<file path="src/rtl/clock_pkg.sv">
// Shared types and limits for the 12-hour clock setting controller.
// Pure declarations: no latency and no flow control of its own.
// Contents: FSM state enum, field limits, edit_field encodings, preload clamps.
package clock_pkg;

   typedef enum logic [2:0] {
      ST_IDLE,
      ST_HOUR,
      ST_MINUTE,
      ST_AMPM,
      ST_COMMIT
   } state_t;

   localparam int HOUR_MIN = 1;
   localparam int HOUR_MAX = 12;
   localparam int MIN_MAX  = 59;

   // edit_field encodings (display blink select)
   localparam logic [1:0] FIELD_NONE   = 2'd0;
   localparam logic [1:0] FIELD_HOUR   = 2'd1;
   localparam logic [1:0] FIELD_MINUTE = 2'd2;
   localparam logic [1:0] FIELD_AMPM   = 2'd3;

   // Out-of-range hours (0, 13..15) become 12 so editing always starts legal.
   function automatic logic [3:0] clamp_hour(input logic [3:0] h);
      return (h >= 4'(HOUR_MIN) && h <= 4'(HOUR_MAX)) ? h : 4'(HOUR_MAX);
   endfunction

   // Minutes 60..63 become 0.
   function automatic logic [5:0] clamp_minute(input logic [5:0] m);
      return (m > 6'(MIN_MAX)) ? 6'd0 : m;
   endfunction

endpackage

</file>
<file path="src/rtl/clock_set_ctrl_field_counter.sv">
// Wrapping LO..HI counter with a synchronous load, used for the hour and minute scratch fields.
// Latency: load/increment visible one cycle after the request; load has priority over inc.
// Backpressure: none, every request is accepted in the cycle it is presented.
// Ports: clk, rst_n (async active-low), load/load_val (preload), inc (step, HI wraps to LO), value.
module field_counter #(
   parameter int WIDTH   = 4,
   parameter int LO      = 1,
   parameter int HI      = 12,
   parameter int RST_VAL = 12
) (
   input  logic             clk,
   input  logic             rst_n,
   input  logic             load,
   input  logic [WIDTH-1:0] load_val,
   input  logic             inc,
   output logic [WIDTH-1:0] value
);

   always_ff @(posedge clk or negedge rst_n) begin
      if (!rst_n) begin
         value <= WIDTH'(RST_VAL);
      end else if (load) begin
         value <= load_val;
      end else if (inc) begin
         value <= (value == WIDTH'(HI)) ? WIDTH'(LO) : value + 1'b1;
      end
   end

endmodule

</file>
<file path="src/rtl/clock_set_ctrl.sv">
// Button-driven hour/minute/AM-PM editor for the time or the alarm, committing on the 4th mode press.
// Latency: set_time pulses (and alarm_* update) in the single COMMIT cycle after the last mode press.
// Backpressure: none; button pulses are one-cycle events, mode beats inc, presses in COMMIT are dropped.
// Ports: clock_sec, reset_n (async active-low); btn_mode/btn_inc/btn_sel; cur_* preload inputs;
//        set_time + set_* to the timekeeper; held alarm_* levels; edit_active/edit_field for display.
// Optional: define SET_TIMEOUT_EN to abandon an edit after TIMEOUT_CYC button-free cycles.
module clock_set_ctrl
   import clock_pkg::*;
#(
   parameter int TIMEOUT_CYC  = 30,
   parameter int RST_ALM_HOUR = 12,
   parameter int RST_ALM_MIN  = 0
) (
   input  logic       clock_sec,
   input  logic       reset_n,
   input  logic       btn_mode,
   input  logic       btn_inc,
   input  logic       btn_sel,
   input  logic [3:0] cur_hour,
   input  logic [5:0] cur_minute,
   input  logic       cur_am_pm,
   output logic       set_time,
   output logic [3:0] set_hour,
   output logic [5:0] set_minute,
   output logic       set_am_pm,
   output logic [3:0] alarm_hour,
   output logic [5:0] alarm_minute,
   output logic       alarm_am_pm,
   output logic       edit_active,
   output logic [1:0] edit_field
);

   state_t     state_q, state_d;
   logic       target_q;          // 0 = time, 1 = alarm
   logic       scr_am_pm;
   logic [3:0] scr_hour;
   logic [5:0] scr_minute;
   logic       timeout;

   logic       enter;
   logic       inc_ok;            // increment only when mode is not pressed the same cycle
   logic [3:0] pre_hour;
   logic [5:0] pre_minute;
   logic       pre_am_pm;

   assign enter  = (state_q == ST_IDLE) && btn_mode;
   assign inc_ok = btn_inc && !btn_mode;

   // Preload source follows btn_sel at the entry press.
   assign pre_hour   = clamp_hour(btn_sel ? alarm_hour : cur_hour);
   assign pre_minute = clamp_minute(btn_sel ? alarm_minute : cur_minute);
   assign pre_am_pm  = btn_sel ? alarm_am_pm : cur_am_pm;

   field_counter #(.WIDTH(4), .LO(HOUR_MIN), .HI(HOUR_MAX), .RST_VAL(HOUR_MAX)) u_hour (
      .clk      (clock_sec),
      .rst_n    (reset_n),
      .load     (enter),
      .load_val (pre_hour),
      .inc      (inc_ok && (state_q == ST_HOUR)),
      .value    (scr_hour)
   );

   field_counter #(.WIDTH(6), .LO(0), .HI(MIN_MAX), .RST_VAL(0)) u_minute (
      .clk      (clock_sec),
      .rst_n    (reset_n),
      .load     (enter),
      .load_val (pre_minute),
      .inc      (inc_ok && (state_q == ST_MINUTE)),
      .value    (scr_minute)
   );

`ifdef SET_TIMEOUT_EN
   localparam int TW = $clog2(TIMEOUT_CYC + 1);
   logic [TW-1:0] idle_cnt;
   logic          in_edit;

   assign in_edit = (state_q == ST_HOUR) || (state_q == ST_MINUTE) || (state_q == ST_AMPM);
   // Fires on the TIMEOUT_CYC-th consecutive button-free edit cycle.
   assign timeout = in_edit && !btn_mode && !btn_inc && (idle_cnt == TW'(TIMEOUT_CYC - 1));

   always_ff @(posedge clock_sec or negedge reset_n) begin
      if (!reset_n) begin
         idle_cnt <= '0;
      end else if (!in_edit || btn_mode || btn_inc || timeout) begin
         idle_cnt <= '0;
      end else begin
         idle_cnt <= idle_cnt + 1'b1;
      end
   end
`else
   assign timeout = 1'b0;
`endif

   always_ff @(posedge clock_sec or negedge reset_n) begin
      if (!reset_n) begin
         state_q      <= ST_IDLE;
         target_q     <= 1'b0;
         scr_am_pm    <= 1'b0;
         set_time     <= 1'b0;
         set_hour     <= 4'(HOUR_MAX);
         set_minute   <= 6'd0;
         set_am_pm    <= 1'b0;
         alarm_hour   <= 4'(RST_ALM_HOUR);
         alarm_minute <= 6'(RST_ALM_MIN);
         alarm_am_pm  <= 1'b0;
      end else begin
         state_q <= state_d;
         if (enter) begin
            target_q  <= btn_sel;
            scr_am_pm <= pre_am_pm;
         end else if (state_q == ST_AMPM && inc_ok) begin
            scr_am_pm <= ~scr_am_pm;
         end
         // Time commit is registered so the pulse coincides with the COMMIT cycle.
         set_time <= (state_q == ST_AMPM) && btn_mode && !target_q && !timeout;
         if ((state_q == ST_AMPM) && btn_mode && !target_q) begin
            set_hour   <= scr_hour;
            set_minute <= scr_minute;
            set_am_pm  <= scr_am_pm;
         end
         if ((state_q == ST_COMMIT) && target_q) begin
            alarm_hour   <= scr_hour;
            alarm_minute <= scr_minute;
            alarm_am_pm  <= scr_am_pm;
         end
      end
   end

   always_comb begin
      state_d    = state_q;
      edit_field = FIELD_NONE;
      unique case (state_q)
         ST_IDLE:   if (btn_mode) state_d = ST_HOUR;
         ST_HOUR:   begin
            edit_field = FIELD_HOUR;
            if (btn_mode) state_d = ST_MINUTE;
         end
         ST_MINUTE: begin
            edit_field = FIELD_MINUTE;
            if (btn_mode) state_d = ST_AMPM;
         end
         ST_AMPM:   begin
            edit_field = FIELD_AMPM;
            if (btn_mode) state_d = ST_COMMIT;
         end
         ST_COMMIT: state_d = ST_IDLE;
         default:   state_d = ST_IDLE;
      endcase
      if (timeout) state_d = ST_IDLE;
   end

   assign edit_active = (state_q != ST_IDLE);

endmodule

</file>
<file path="config.mk">
export PLATFORM = sky130hd
export DESIGN_NAME = clock_set_ctrl
export DESIGN_NICKNAME = d
export VERILOG_FILES = /design/src/rtl/clock_pkg.sv /design/src/rtl/clock_set_ctrl_field_counter.sv /design/src/rtl/clock_set_ctrl.sv
export SDC_FILE = /design/constraint.sdc
export NUM_CORES = 1
export LEC_CHECK = 0
export ABC_AREA = 1
export BUFFER_PORTS_ARGS = -buffer_cell sky130_fd_sc_hd__buf_2
export CAP_MARGIN = 20
export CORE_ASPECT_RATIO = 1.25
export CORE_MARGIN = 2
export CORE_UTILIZATION = 45
export DETAILED_ROUTE_END_ITERATION = 6
export PLACE_DENSITY = 0.68
export SLEW_MARGIN = 20
export SYNTH_ARGS = -nofsm -noshare
export SYNTH_HDL_FRONTEND = slang
export SYNTH_SLANG_ARGS = --single-unit
</file>
<file path="constraint.sdc">
create_clock -name clock_sec -period 2.2 [get_ports clock_sec]
set_clock_uncertainty 0.2 [all_clocks]
set_input_delay 0.44 -clock clock_sec [delete_from_list [all_inputs] [get_ports clock_sec]]
set_output_delay 0.44 -clock clock_sec [all_outputs]
set_load 0.05 [all_outputs]
</file>
==> run summary <==
worst flop-to-flop path startpoint: state_q[0]
synthesis-to-layout area growth: 17.4%
IO Pins: 42
routed via count: 1813
vias in the first global route: 1810
ys async rst share: 100%
min-delay worst type: in2async
worst path required time: 1.56 ns
RSZ-0062 raised after global routing: no
Buf/Inv on CP: 2
dpl hpwl: 3.55 mm
EDFF count, synth: 0
wire per inst: 12.6 µm
global-route layer with the greatest usage: met2
Residual DRC: 0
leakage dissipation: 1.31 nW
Std-Cell Rows: 27
status: finished, violations left
Synth area leaders: dfrtp_1, nand2_1, dfstp_2
CTS Sinks: 38
worst hold slack: -0.0133 ns
Mapped Cells: 269
Total GRT Usage: 21.0%
failing checks: hold timing
Yosys top cell area share: 39.0%
DIE HEIGHT: 79.5 µm
post-synthesis cell area: 2050 µm²
cts hold-fix bufs: 0
Initial Util: 46.7%
Yosys reg bits: 38
crit path max fanout: 5
max incr delay on CP: 0.47 ns
Antenna diodes: 0
Slew headroom: 67.6%
CTS buffer count: 5
min Tclk post-route: 1.91 ns
maximum vdd drop: 0.000682 V
area of the multi-input gates: 911 µm²
Post-CTS Setup Inserts: 0
sequential cell area: 958 µm²
crit path capture type: output pin
critical path launch point type: flip-flop
PortBufs: 41
Synth cell types: 26
met2 Resource Use GR: 35.8%
final core utilization: 54.8%
Avg Inst Size Synth: 7.62 µm²
ratio of final minimum period to clock period: 87.0%
Placed Cells incl. Taps: 364
count of final hold-check violations: 15
ys flop type: dfrtp_1
worst-path cell chain: inv_2 -> nor2_1 -> buf_2
total grt overflow: 0
Pwr Density: 1600 nW/µm²
Synth area leader: dfrtp_1
Clock Tree Root: clkbuf_8
antenna viol nets, final: 0
worst slew pin tran: 0.485 ns
crit path kind: reg2out
final setup fails: 0
proportion of layout cells with a drive suffix above 1: 24.2%
CTS tree: built
total wire length: 4.68 mm
vias per cell: 4.87
setup TNS: 0 ns
Final Instance Count excl. Fillers: 372
slowest CP cell: dfrtp_1
GR met1 Demand/Resource: 26.1%
clock slew at reported path FFs: 0.08 ns
fmax: 0.522 GHz
most frequent cells after synthesis: nand2_1, dfrtp_1, inv_1
fill cell count: 442
met3 Usage GRT: 3.95%
CP delay by family, top: flip-flops
Syn Nets: 288
DRT iter0 DRCs: 124
First-pass DRT Iterations: 4
final max-slew violation count: 0
Die Area: 5120 µm²
Max-Cap Viols: 0
R2R Setup Slk: 0.44 ns
gpl congestion: 0.892
post_cts resized: 0
core area: 4390 µm²
Synth Warn #: 0
wire length of the first global-routing pass: 8.31 mm
post-synthesis sequential area ratio: 46.7%
clk buf depth: 2
end of the worst register-to-register path: u_minute.value[5]
maximum number of pins on one net before global-route repair: 39
CTS H-tree depth: 2
Nets: 332
count leader, synth: nand2_1
initial antenna violation count: 0
Worst Reg2Reg Path Length in Cells: 6
Data arrival, critical path: 1.27 ns
Worst-Skew Late Latency: 0.29 ns
Die Wd: 64.4 µm
cell usage in the layout (no fill, tap or decap):
cell        Yosys  layout
clkinvlp_4      0       2
nand4_1         4       4
nand2_1        99      99
a21oi_1         7       7
clkbuf_8        0       5
nor2_1         20      20
nor3_1          1       1
o21ai_0        19      19
inv_1          31      31
o21bai_1        2       2
dfrtp_1        32      32
buf_2           1      41
nor2_4          3       3
a21oi_2         1       1
nand3_2         1       1
ha_1            3       3
nand3_1        10      10
o21ai_1         6       6
o21ai_2         5       5
inv_2           4       4
buf_4           1       2
xor2_1          3       3
nand3_4         1       1
bufinv_16       0       1
o22ai_1         1       1
dfstp_2         6       6
nand2_2         4       4
worst register-to-register path: stages, from the launching register on:
cell and delay [ns]:
dfrtp_1 0.46, nor2_4 0.18, nand3_4 0.22, nand2_1 0.29
inv_1 0.13, nand2_1 0.10, nand2_1 0.07
layout make-up:
cell class	instances	area share, %
flip-flops and latches	38	39.8
multi-input cells	190	37.8
repair buffers	43	9.15
inverters	35	5.46
well taps	58	3.01
clock buffers	5	2.86
clock inverters	3	1.87
power by group:
group | internal, mW | total, mW | switching (mW)
Sequential | 1.03 | 1.32 | 0.294
Combinational | 0.512 | 1.94 | 1.43
Clock | 0.337 | 0.596 | 0.259
Total | 1.88 | 3.86 | 1.98
routing by layer:
metal	up-vias	routed length, µm
met4	0	95
li1	925	-
met2	54	2320
met1	827	2000
met3	7	256
met5	-	0
per-stage QoR:
step                setup WS [ns]  area, µm²  power, mW  hold slack [ns]
floorplan                   0.254       2050       2.84          -0.0556
global placement            0.482       2290       3.26            0.263
detailed placement          0.431       2290       3.29            0.265
CTS                         0.267       2410       3.90          0.00868
global route                0.202       2410       4.18           0.0237
finish                      0.286       2410       3.86          -0.0133
sequential cells by signal (all words and copies together) (netlist names), 3 cells and up:
signal / count
alarm_minute: 6
u_hour.value: 4
alarm_hour: 4
set_hour: 4
set_minute: 6
state_q: 3
u_minute.value: 6
cell families (layout without fill, tap and decap cells):
group / after synthesis / after routing / share of synthesized area, %
buffers and inverters: 41 / 86 / 8.85
AO/OA/AOI/OAI: 41 / 41 / 11.4
AND/OR/NAND/NOR: 143 / 143 / 29.9
adder cells (fa/ha/maj): 3 / 3 / 1.83
flip-flops: 38 / 38 / 46.7
XOR/XNOR: 3 / 3 / 1.28
worst max-delay path by stage:
stage	from	endpoint	cells past startpoint	slack, ns
finish	state_q[0]	edit_field[0]	3	0.29
global route	state_q[0]	edit_field[0]	3	0.20
CTS	state_q[0]	edit_field[0]	3	0.27
detailed placement	btn_mode	u_minute.value[0]	9	0.43
global placement	btn_sel	u_minute.value[3]	10	0.48
floorplan	state_q[0]	u_hour.value[0]	6	0.25
(Power assumes the default switching activity.)
